## config.mk

```make
export PLATFORM = sky130hd
export DESIGN_NAME = btn_nibble_entry
export DESIGN_NICKNAME = d
export VERILOG_FILES = /design/src/rtl/btn_nibble_entry.sv
export SDC_FILE = /design/constraint.sdc
export NUM_CORES = 1
export LEC_CHECK = 0
export CAP_MARGIN = 10
export CORE_ASPECT_RATIO = 0.8
export CORE_MARGIN = 1
export CORE_UTILIZATION = 55
export DETAILED_ROUTE_END_ITERATION = 16
export GPL_ROUTABILITY_DRIVEN = 1
export PLACE_DENSITY_LB_ADDON = 0.15
export SETUP_SLACK_MARGIN = 0.05
export SLEW_MARGIN = 15
export SYNTH_ARGS = -nofsm -noshare
export SYNTH_HDL_FRONTEND = slang
export SYNTH_SLANG_ARGS = --single-unit
```

## constraint.sdc

```tcl
create_clock -name clk -period 5.11 [get_ports clk]
set_input_delay 1.022 -clock clk [delete_from_list [all_inputs] [get_ports clk]]
set_output_delay 1.022 -clock clk [all_outputs]
set_load 0.05 [all_outputs]
```

## src/rtl/btn_nibble_entry.sv

```systemverilog
// btn_nibble_entry
//   Operand entry stage for the ALU/display path. Two raw push-buttons are
//   synchronised, debounced on a slow sample tick and turned into press
//   events. A step press edits the selected hex nibble of a 16-bit word.
//   A select press moves the selection to the next nibble.
//
// Optional build macro:
//   AUTOREP_EN - when defined, holding the debounced step button generates
//                repeat step events. The first repeat comes REP_DELAY ticks
//                after the press, then one every REP_RATE ticks.
//
// Ports:
//   clk      in   1   system clock
//   rst      in   1   synchronous, active-high reset
//   tick     in   1   one-clk debounce sample enable
//   btn_raw  in   2   raw buttons, asynchronous; [0]=step, [1]=select
//   dir      in   1   0=increment, 1=decrement (used when a step applies)
//   clr      in   1   level clear of the operand word (sel is kept)
//   num      out 16   operand word, four nibbles
//   sel      out  2   index of the nibble being edited
//   step     out  1   one-clk pulse in the cycle num changes due to a step
module btn_nibble_entry #(
  parameter int unsigned DB_SAMPLES = 4,
  parameter int unsigned REP_DELAY  = 32,
  parameter int unsigned REP_RATE   = 8
) (
  input  logic        clk,
  input  logic        rst,
  input  logic        tick,
  input  logic [1:0]  btn_raw,
  input  logic        dir,
  input  logic        clr,
  output logic [15:0] num,
  output logic [1:0]  sel,
  output logic        step
);

  localparam int unsigned DB_CW = (DB_SAMPLES > 1) ? $clog2(DB_SAMPLES) : 1;
  localparam logic [DB_CW-1:0] DB_MAX = DB_CW'(DB_SAMPLES - 1);

  // Elaboration-time parameter sanity checks
  if (DB_SAMPLES < 1) begin : g_bad_db
    $error("btn_nibble_entry: DB_SAMPLES must be >= 1");
  end
  if (REP_DELAY < 1 || REP_RATE < 1) begin : g_bad_rep
    $error("btn_nibble_entry: REP_DELAY and REP_RATE must be >= 1");
  end

  // ---------------------------------------------------------------------
  // Two-flop synchronisers
  // ---------------------------------------------------------------------
  logic [1:0] sync1_q, sync2_q;

  always_ff @(posedge clk) begin
    if (rst) begin
      sync1_q <= '0;
      sync2_q <= '0;
    end else begin
      sync1_q <= btn_raw;
      sync2_q <= sync1_q;
    end
  end

  // ---------------------------------------------------------------------
  // Debounce: the stable state flips only after DB_SAMPLES consecutive
  // tick samples that differ from it. Any agreeing sample restarts the count.
  // ---------------------------------------------------------------------
  logic [1:0]       stable_q, stable_d;
  logic [DB_CW-1:0] cnt_q [2];
  logic [DB_CW-1:0] cnt_d [2];

  always_comb begin
    stable_d = stable_q;
    cnt_d    = cnt_q;
    if (tick) begin
      for (int unsigned b = 0; b < 2; b++) begin
        if (sync2_q[b] == stable_q[b]) begin
          cnt_d[b] = '0;
        end else if (cnt_q[b] < DB_MAX) begin
          cnt_d[b] = cnt_q[b] + DB_CW'(1);
        end else begin
          stable_d[b] = ~stable_q[b];
          cnt_d[b]    = '0;
        end
      end
    end
  end

  always_ff @(posedge clk) begin
    if (rst) begin
      stable_q <= '0;
      cnt_q[0] <= '0;
      cnt_q[1] <= '0;
    end else begin
      stable_q <= stable_d;
      cnt_q    <= cnt_d;
    end
  end

  // ---------------------------------------------------------------------
  // Press detection: registered rising edge of the stable state, so the
  // event pulse sits in the cycle after the flip. Releases are ignored.
  // ---------------------------------------------------------------------
  logic [1:0] prev_q, press_q;

  always_ff @(posedge clk) begin
    if (rst) begin
      prev_q  <= '0;
      press_q <= '0;
    end else begin
      prev_q  <= stable_q;
      press_q <= stable_q & ~prev_q;
    end
  end

  // ---------------------------------------------------------------------
  // Step event source
  // ---------------------------------------------------------------------
  logic step_evt;

`ifdef AUTOREP_EN
  localparam int unsigned REP_MAXV = (REP_DELAY > REP_RATE) ? REP_DELAY : REP_RATE;
  localparam int unsigned HOLD_W   = (REP_MAXV > 1) ? $clog2(REP_MAXV) : 1;
  localparam logic [HOLD_W-1:0] DLY_LAST  = HOLD_W'(REP_DELAY - 1);
  localparam logic [HOLD_W-1:0] RATE_LAST = HOLD_W'(REP_RATE - 1);

  typedef enum logic {
    PH_DELAY,
    PH_RATE
  } rep_ph_e;

  rep_ph_e            ph_q, ph_d;
  logic [HOLD_W-1:0]  hold_q, hold_d;
  logic               rep_q, rep_d;

  always_ff @(posedge clk) begin
    if (rst) begin
      ph_q   <= PH_DELAY;
      hold_q <= '0;
      rep_q  <= 1'b0;
    end else begin
      ph_q   <= ph_d;
      hold_q <= hold_d;
      rep_q  <= rep_d;
    end
  end

  // Ticks are counted while the debounced step is held. The repeat pulse is
  // registered so it lines up with press_q timing and is applied one clock later.
  always_comb begin
    ph_d   = ph_q;
    hold_d = hold_q;
    rep_d  = 1'b0;
    if (!stable_q[0] || press_q[1]) begin
      ph_d   = PH_DELAY;
      hold_d = '0;
    end else if (tick) begin
      case (ph_q)
        PH_DELAY: begin
          if (hold_q == DLY_LAST) begin
            rep_d  = 1'b1;
            hold_d = '0;
            ph_d   = PH_RATE;
          end else begin
            hold_d = hold_q + HOLD_W'(1);
          end
        end
        PH_RATE: begin
          if (hold_q == RATE_LAST) begin
            rep_d  = 1'b1;
            hold_d = '0;
          end else begin
            hold_d = hold_q + HOLD_W'(1);
          end
        end
        default: begin
          ph_d   = PH_DELAY;
          hold_d = '0;
        end
      endcase
    end
  end

  assign step_evt = press_q[0] | rep_q;
`else
  assign step_evt = press_q[0];
`endif

  // ---------------------------------------------------------------------
  // Operand word and nibble select
  // ---------------------------------------------------------------------
  logic [15:0] num_q, num_d;
  logic [1:0]  sel_q, sel_d;
  logic        step_q, step_d;
  logic [3:0]  nib;

  assign nib = num_q[{sel_q, 2'b00} +: 4];

  // A step uses the current sel even if a select press advances it in the same edge.
  always_comb begin
    num_d  = num_q;
    sel_d  = sel_q;
    step_d = 1'b0;
    if (press_q[1]) begin
      sel_d = sel_q + 2'd1;
    end
    if (clr) begin
      num_d = '0;
    end else if (step_evt) begin
      num_d[{sel_q, 2'b00} +: 4] = dir ? (nib - 4'd1) : (nib + 4'd1);
      step_d = 1'b1;
    end
  end

  always_ff @(posedge clk) begin
    if (rst) begin
      num_q  <= '0;
      sel_q  <= '0;
      step_q <= 1'b0;
    end else begin
      num_q  <= num_d;
      sel_q  <= sel_d;
      step_q <= step_d;
    end
  end

  assign num  = num_q;
  assign sel  = sel_q;
  assign step = step_q;

endmodule

```

==> results_dict.tcl, run 1 <==
set metrics [dict create \
    postCtsSetupRepairBufs 0 \
    reg2regPathDepth 7 \
    multi_input_area_um2 788.3 \
    timing.fmax_mhz 335.4 \
    antenna_found_initial 0 \
    vias_per_cell 5.687 \
    area_growth_pct 22.77 \
    gp_congestion 0.8350 \
    ctsLongestPathBuffers 2 \
    layout-drive-gt1-share_pct 8.427 \
    yosysWarnings 0 \
    cts.sinks 33 \
    setup_viol 0 \
    hpwl_um 2244 \
    min_from "prev_q[1]$_SDFF_PP0_" \
    synth_edf_count 0 \
    fp.dieW_um 60.08 \
    synth.distinct_cells 33 \
    core_area_um2 2502 \
    rows 16 \
    ys_ff_latch 33 \
    setup.worst_path.start "sel[0]$_SDFFE_PP0P_" \
    seq_area_um2 660.6 \
    holdCritPathClass "reg2reg" \
    die_area_um2 2911 \
    route.detailed.drc 0 \
    tightest_slew_ns 0.6087 \
    finalHoldViolCount 0 \
    synth_area_leaders "dfxtp_1, ha_1, nor2_1" \
    grt_max_degree 17 \
    routedWlPerCell_um 14.50 \
    clock_skew_ns 0.01479 \
    cap_violations 0 \
    final_core_util_pct 72.80 \
    ir_worst_vdd_mv 0.1974 \
    cts_hold_buf 0 \
    grt_pass1_wl_um 5161 \
    nNetsFinal 194 \
    slew_headroom_pct 59.37 \
    track_usage_pct 23.78 \
    worstPathCellList "clkdlybuf4s50_1" \
    fill_cells 191 \
    dp_cells 206 \
    cts_htree_levels 2 \
    netlist.area_leader.share_pct 44.52 \
    worstHoldEndpoint "press_q[1]$_SDFF_PP0_" \
    crit-reg2reg-launch "sel[0]$_SDFFE_PP0P_" \
    initial_utilization_pct 59.30 \
    fin_crit_sh_pct 58.35 \
    end_kind "output port" \
    path_max_fanout 15 \
    root_buffer "clkbuf_4" \
    io_buffers 25 \
    finalMaxSlewViolations 0 \
    r2r_slack_ns 2.49 \
    slowest_stage "clkdlybuf4s50_1" \
    initialDrtViolationCount 52 \
    clk_latency_ns 0.33 \
    p_leak_nw 0.6729 \
    rsz0062_at_grt "no" \
    grt_overflow 0 \
    finalSetupTns_ns 0 \
    path_class "reg2out" \
    path_delay_family "buffers and inverters" \
    dr.pass1.iters 4 \
    synth_top_cell_by_area "dfxtp_1" \
    antenna_cells 0 \
    grt_pass1_vias 1153 \
    status "finished clean" \
    clk_pin_slew_worst_paths_ns 0.09 \
    synthArstFlopShare_pct 0 \
    cpPeakStageDelay_ns 0.92 \
    route.vias.total 1217 \
    cp.buffers_inverters 1 \
    synth_area_um2 1484 \
    stdcell_count 214 \
    cts_tree "yes" \
    post-route-min-period_ns 2.981 \
    synth_cells 151 \
    yosysSeqAreaShare_pct 44.52 \
    start_kind "flip-flop" \
    postRouteAntennaNets 0 \
    pre_cts_ws_ns 2.196 \
    setup_slack_ns 2.129 \
    numCtsBuffers 5 \
    synth_ff_type "dfxtp_1" \
    rr_endpoint "num[11]$_SDFFE_PP0P_" \
    crit_required_ns 4.09 \
    die-height_um 48.46 \
    syn-mean-instance-area_um2 9.827 \
    hold_depth 1 \
    synth_nets 168 \
    cts.repair.resized 0 \
    wl_um 3103 \
    ioPinCount 26 \
    power.density_nw_per_um2 244.1 \
    cp.arrival_ns 1.96 \
]
[layer usage]
layer  global-route usage [%]  wire (um)  part of all wire, %
met5                        0          0                    0
met4                    5.814         22                 0.71
met3                    7.487        217                  7.0
met2                    36.48       1376                   44
met1                    32.47       1487                   48
[synthesized netlist by cell type, types with 2 or more instances]
| cell type | count |
|---|---|
| a21oi_1 | 8 |
| a22oi_1 | 8 |
| a2bb2oi_1 | 4 |
| and2_1 | 3 |
| clkbuf_1 | 4 |
| dfxtp_1 | 33 |
| ha_1 | 9 |
| inv_1 | 2 |
| mux2i_1 | 2 |
| mux4_2 | 3 |
| nand2_1 | 10 |
| nand2b_1 | 3 |
| nand3_1 | 10 |
| nor2_1 | 19 |
| nor2b_1 | 9 |
| nor3_1 | 2 |
| o31ai_1 | 4 |
| xor2_1 | 3 |
[metrics by stage]
step / total power, mW / area [um2] / hold WS (ns)
5_1_grt: 0.4605 / 1822 / 0.4095
3_3_place_gp: 0.2834 / 1752 / 0.3720
2_1_floorplan: 0.2761 / 1484 / 0.3674
4_1_cts: 0.4466 / 1822 / 0.3932
3_5_place_dp: 0.2843 / 1752 / 0.3796
6_report: 0.4447 / 1822 / 0.3934
[layout by cell type (no fill, tap or decap), types with 2 or more instances in the layout]
master	instances
dfxtp_1	33
clkdlybuf4s50_1	25
nor2_1	19
nand2_1	10
nand3_1	10
nor2b_1	9
ha_1	9
a21oi_1	8
a22oi_1	8
clkbuf_4	5
a2bb2oi_1	4
o31ai_1	4
mux4_2	3
xor2_1	3
and2_1	3
nand2b_1	3
inv_1	2
mux2i_1	2
nor3_1	2
clkbuf_8	2
[logic make-up after synthesis]
| kind of cell | share of synthesized area, % |
|---|---|
| multiplexers | 6.661 |
| AND/OR/NAND/NOR | 20.83 |
| XOR/XNOR | 4.554 |
| buffers and inverters | 2.361 |
| flip-flops | 44.52 |
| AO/OA/AOI/OAI | 12.14 |
| adder cells (fa/ha/maj) | 8.938 |
[power by group]
group | internal [mW] | leakage [nW] | switching, mW
registers | 0.259 | 0.267 | 0.000938
clock network | 0.0797 | 0.0413 | 0.0862
logic | 0.00825 | 0.365 | 0.0107
[cell type report]
type / count / share of cell area (%)
Multi-Input combinational cell: 110 / 43.27
Clock buffer: 7 / 3.571
Sequential cell: 33 / 36.26
Tap cell: 36 / 2.473
Clock inverter: 1 / 0.2747
Inverter: 2 / 0.4121
Timing Repair Buffer: 25 / 13.74
[worst reg2reg max path: stages (launching register included)]
cell and delay [ns]:
dfxtp_1 0.72, mux4_2 0.61, ha_1 0.35, a21oi_1 0.14, o21ai_0 0.09, a41o_1 0.24, xnor2_2 0.17, o31ai_1 0.23
[registers in the layout (all words and copies together) (netlist names)]
register / cells
stable_q: 2
sync1_q: 2
step: 1
press_q: 2
prev_q: 2
sel: 2
cnt_q: 4
sync2_q: 2
num: 16
[worst max-delay path by stage]
| stage | to | slack (ns) | cells past startpoint |
|---|---|---|---|
| after floorplan | num[11]$_SDFFE_PP0P_ | 2.45 | 8 |
| after global placement | num[3]$_SDFFE_PP0P_ | 2.26 | 7 |
| after detailed placement | num[11]$_SDFFE_PP0P_ | 2.20 | 7 |
| after CTS | sel[0] | 2.11 | 1 |
| after global routing | sel[0] | 1.98 | 1 |
| final | sel[0] | 2.13 | 1 |
No activity file was read; power rests on OpenSTA's default activity.
==> inputs of run 2 (changes only) <==
--- a/config.mk
+++ b/config.mk
@@ -8,7 +8,7 @@
 export CAP_MARGIN = 10
 export CORE_ASPECT_RATIO = 0.8
 export CORE_MARGIN = 1
-export CORE_UTILIZATION = 55
+export CORE_UTILIZATION = 46
 export DETAILED_ROUTE_END_ITERATION = 16
 export GPL_ROUTABILITY_DRIVEN = 1
 export PLACE_DENSITY_LB_ADDON = 0.15
==> constraint.sdc (replaced) <==
create_clock -name clk -period 2.6 [get_ports clk]
set_input_delay 0.52 -clock clk [delete_from_list [all_inputs] [get_ports clk]]
set_output_delay 0.52 -clock clk [all_outputs]
set_load 0.05 [all_outputs]
==> results_dict.tcl, run 2 (synthesis gave the netlist of run 1 again) <==
set metrics [dict create \
    grt_pass1_wl_um 5326 \
    pre_cts_ws_ns 0.2030 \
    nNetsFinal 197 \
    start_kind "flip-flop" \
    die-height_um 52.80 \
    grt_pass1_vias 1109 \
    clock_skew_ns 0.005927 \
    fin_crit_sh_pct 88.06 \
    clk_latency_ns 0.29 \
    cts_tree "yes" \
    layout_commonest_cell "dfxtp_1" \
    p_leak_nw 0.7020 \
    ctsLongestPathBuffers 2 \
    setup_slack_ns 0.3105 \
    numCtsBuffers 5 \
    cts.sinks 33 \
    rows 18 \
    timing.fmax_mhz 436.8 \
    slew_headroom_pct 66.59 \
    power.density_nw_per_um2 515.6 \
    track_usage_pct 21.36 \
    hold_slack_ns 0.3894 \
    rsz0062_at_grt "no" \
    gp_congestion 0.8672 \
    hpwl_um 2352 \
    route.detailed.drc 0 \
    finalSetupTns_ns 0 \
    io_buffers 25 \
    largest_register_ffs 16 \
    seq_area_um2 661.9 \
    tightest_slew_ns 0.4997 \
    end_kind "output port" \
    path_class "reg2out" \
    power_mw 0.9702 \
    status "finished clean" \
    holdCritPathClass "reg2reg" \
    path_max_fanout 6 \
    ir_worst_vdd_mv 0.3864 \
    final_cell_mix "dfxtp_1, clkdlybuf4s50_1, nor2_1" \
    antenna_found_initial 0 \
    initialDrtViolationCount 70 \
    route.vias.total 1182 \
    reg2regPathDepth 7 \
    cts_htree_levels 2 \
    multi_input_area_um2 788.3 \
    wl_um 3192 \
    cts.repair.resized 0 \
    postCtsSetupRepairBufs 0 \
    post-route-min-period_ns 2.289 \
    hold_depth 1 \
    fp.dieW_um 65.50 \
    finalHoldViolCount 0 \
    vias_per_cell 5.348 \
    antenna_cells 0 \
    root_buffer "clkbuf_8" \
    postRouteAntennaNets 0 \
    initial_utilization_pct 48.09 \
    grt_max_degree 17 \
    cap_violations 0 \
    routedWlPerCell_um 14.44 \
    setup_viol 0 \
    crit_required_ns 2.08 \
    cts_hold_buf 0 \
    grt_overflow 0 \
    area_growth_pct 26.81 \
    fill_cells 258 \
    dr.pass1.iters 4 \
    ioPinCount 26 \
    die_area_um2 3458 \
    clk_pin_slew_worst_paths_ns 0.07 \
    cp.arrival_ns 1.77 \
    layout-drive-gt1-share_pct 10.50 \
    finalMaxSlewViolations 0 \
    core_area_um2 3085 \
]
-- run 2: path summary, 6_finish.rpt --
kind                         from               endpoint  slack, ns
max           sel[1]$_SDFFE_PP0P_                 sel[1]       0.31
min          prev_q[0]$_SDFF_PP0_  press_q[0]$_SDFF_PP0_       0.39
max reg2reg   sel[0]$_SDFFE_PP0P_    num[7]$_SDFFE_PP0P_       0.43
min reg2reg  prev_q[0]$_SDFF_PP0_  press_q[0]$_SDFF_PP0_       0.39
-- run 2: per-layer routing --
metal	share of wire, %	up-vias	wire, um	track usage [%]
met5	0	-	0	0
met4	1.6	0	51	7.609
met3	6.9	6	220	6.522
met2	43	39	1358	32.65
met1	49	547	1561	28.38
li1	-	590	-	-
-- run 2: power breakdown --
part           switching, mW  internal [mW]  total, mW
clock                  0.182          0.239      0.421
sequential           0.00183          0.509      0.511
combinational         0.0208         0.0172     0.0380
-- run 2: critical path, stage by stage (launching register included) --
cell,delay (ns)
dfxtp_1,0.47
buf_4,0.21
clkdlybuf4s50_1,0.80
-- run 2: layout make-up --
class / instances / share of cell area [%]
flip-flops and latches: 33 / 35.17
clock inverters: 1 / 0.2660
inverters: 2 / 0.3989
clock buffers: 7 / 5.120
multi-input cells: 110 / 41.89
well taps: 40 / 2.660
repair buffers: 28 / 14.49
-- run 2: per-stage QoR --
step,std cells,instance area (um2),util [%]
detailed placement,213,1780,57.70
floorplan,151,1485,-
global route,221,1882,60.99
CTS,221,1882,60.99
finish,221,1882,60.99
global placement,213,1780,57.70
==> patch, RTL diff (flow settings as in run 2) <==
Build with the macro `AUTOREP_EN` defined.
--- a/src/rtl/btn_nibble_entry.sv
+++ b/src/rtl/btn_nibble_entry.sv
@@ -19,6 +19,8 @@
 //   num      out 16   operand word, four nibbles
 //   sel      out  2   index of the nibble being edited
 //   step     out  1   one-clk pulse in the cycle num changes due to a step
+`define AUTOREP_EN
+
 module btn_nibble_entry #(
   parameter int unsigned DB_SAMPLES = 4,
   parameter int unsigned REP_DELAY  = 32,
Behaviour: same outputs for any inputs over 10 cycles, from zero or initial values and one cycle with rst high; that may be too few to reach the edited logic, so the function may still have changed.
==> patch against run 2 <==
Register-to-register slack lost 0.17 ns. Setup slack worse by 0.050 ns. Sequential share of layout area up 0.86 points. Final cell count is 21% higher. Die area up 21%. First-iteration DRC count is 27% higher. Sequential power increased by 21%. Final area grew 18%. Wire length up 23%. Total power rose by 21%. Area after synthesis is 22% higher. Sequential cell count is 7 higher. Largest power group unchanged.
==> patch: results (changes against run 2) <==
FF/Latch Area 802 um2 (+21%); HP Start prev_q[1]; Hold WS 0.382 ns (-0.00707 ns); hpwl dp 2820 um (+20%); status completed; Final Instance Count excl. Fillers 267 (+21%); clk slew on worst S/H paths about 0.080 ns; Hold WC Path Type reg2reg; reg2reg end num[3]; share of cells above drive strength 1 9.30% (-1.2 points); sequential area share after synthesis 44.3% (-0.26 points); gpl congestion 0.892 (+2.8%); library cells used by synthesis 32 (-3.0%); placed cell area 0.00211 mm2 (+19%); maximum vdd drop 0.413 mV (+6.8%); vias in the first global route 1344 (+21%); CP max FO 13 (+7); Initial DRC Count 89 (+27%); Slew headroom 59.1% (-7.5 points); filler instances 298 (+16%); R2R setup slack 0.26 ns (-0.17 ns); top post-synthesis cells by count dfxtp_1 (40), nor2_1 (24), a22oi_1 (12), nand3_1 (12); synth top area cells dfxtp_1 (44%), ha_1 (7.6%), a22oi_1 (5.0%), nor2_1 (5.0%), nor2b_1 (3.8%); clock skew 0.00418 ns (-0.00174 ns); largest net degree at the start of global routing 23 (+6); DR vias/cell 5.43 (+1.5%); Cells after Synth 185 (+23%); Layout Nets 233 (+18%); total track usage 21.1% (-0.21 points)
patch: cell types whose count changed after synthesis, moves of 3 or more:
cell       change
a22oi_1        +4
a2bb2oi_1      -4
and2_1         -3
dfxtp_1        +7
nand2b_1       +3
nor2_1         +5
nor4b_2        +3
o21ai_1        +9
o31ai_1        -4
patch: through the flow:
stage | worst slack [ns] | power [mW]
3_5_place_dp | 0.230 | 0.673
6_report | 0.261 | 1.18
2_1_floorplan | 0.210 | 0.655
4_1_cts | 0.263 | 1.19
5_1_grt | 0.157 | 1.22
3_3_place_gp | 0.300 | 0.671
patch: how the worst max path moves through the flow:
| stage | from | to | cells after the start |
|---|---|---|---|
| global placement | dir | num[15] | 7 |
| detailed placement | dir | num[3] | 7 |
| floorplan | sel[1] | num[10] | 8 |
| global route | sel[0] | num[3] | 7 |
| finish | sel[0] | num[3] | 7 |
| CTS | sel[0] | num[3] | 7 |
patch: cell type report:
cell class / count / share of cell area (%)
clock buffers: 5 / 3.09
clock inverters: 3 / 2.08
inverters: 3 / 0.506
multi-input cells: 136 / 43.1
flip-flops and latches: 40 / 36.0
well taps: 52 / 2.92
repair buffers: 28 / 12.3
patch: worst max-delay path: stages, from the launching register on:
cell,delay (ns)
dfxtp_2,0.52
mux4_1,0.67
ha_1,0.33
nand3_1,0.09
o21ai_0,0.07
a41o_1,0.25
xnor2_2,0.20
o21ai_1,0.10
patch: logic make-up (layout without fill, tap and decap cells):
family | count (synthesis) | after routing | synth area share [%]
AO/OA/AOI/OAI | 35 | 35 | 11.8
XOR/XNOR | 7 | 7 | 4.22
adder cells (fa/ha/maj) | 12 | 12 | 8.71
buffers and inverters | 9 | 39 | 2.70
flip-flops | 40 | 40 | 44.3
multiplexers | 8 | 8 | 7.05
AND/OR/NAND/NOR | 74 | 74 | 21.2
patch: report_power, final:
| group | internal, mW | switching [mW] | leakage (nW) |
|---|---|---|---|
| combinational | 0.0186 | 0.0231 | 0.434 |
| sequential | 0.616 | 0.00156 | 0.324 |
| clock | 0.289 | 0.230 | 0.0548 |
patch: routing by layer:
layer | global-route usage (%) | vias to the layer above | share of wire, %
met5 | 0 | - | 0
met4 | 10.9 | 0 | 2.1
met3 | 5.22 | 7 | 7.4
met2 | 31.8 | 40 | 43
met1 | 28.4 | 691 | 47
li1 | - | 712 | -
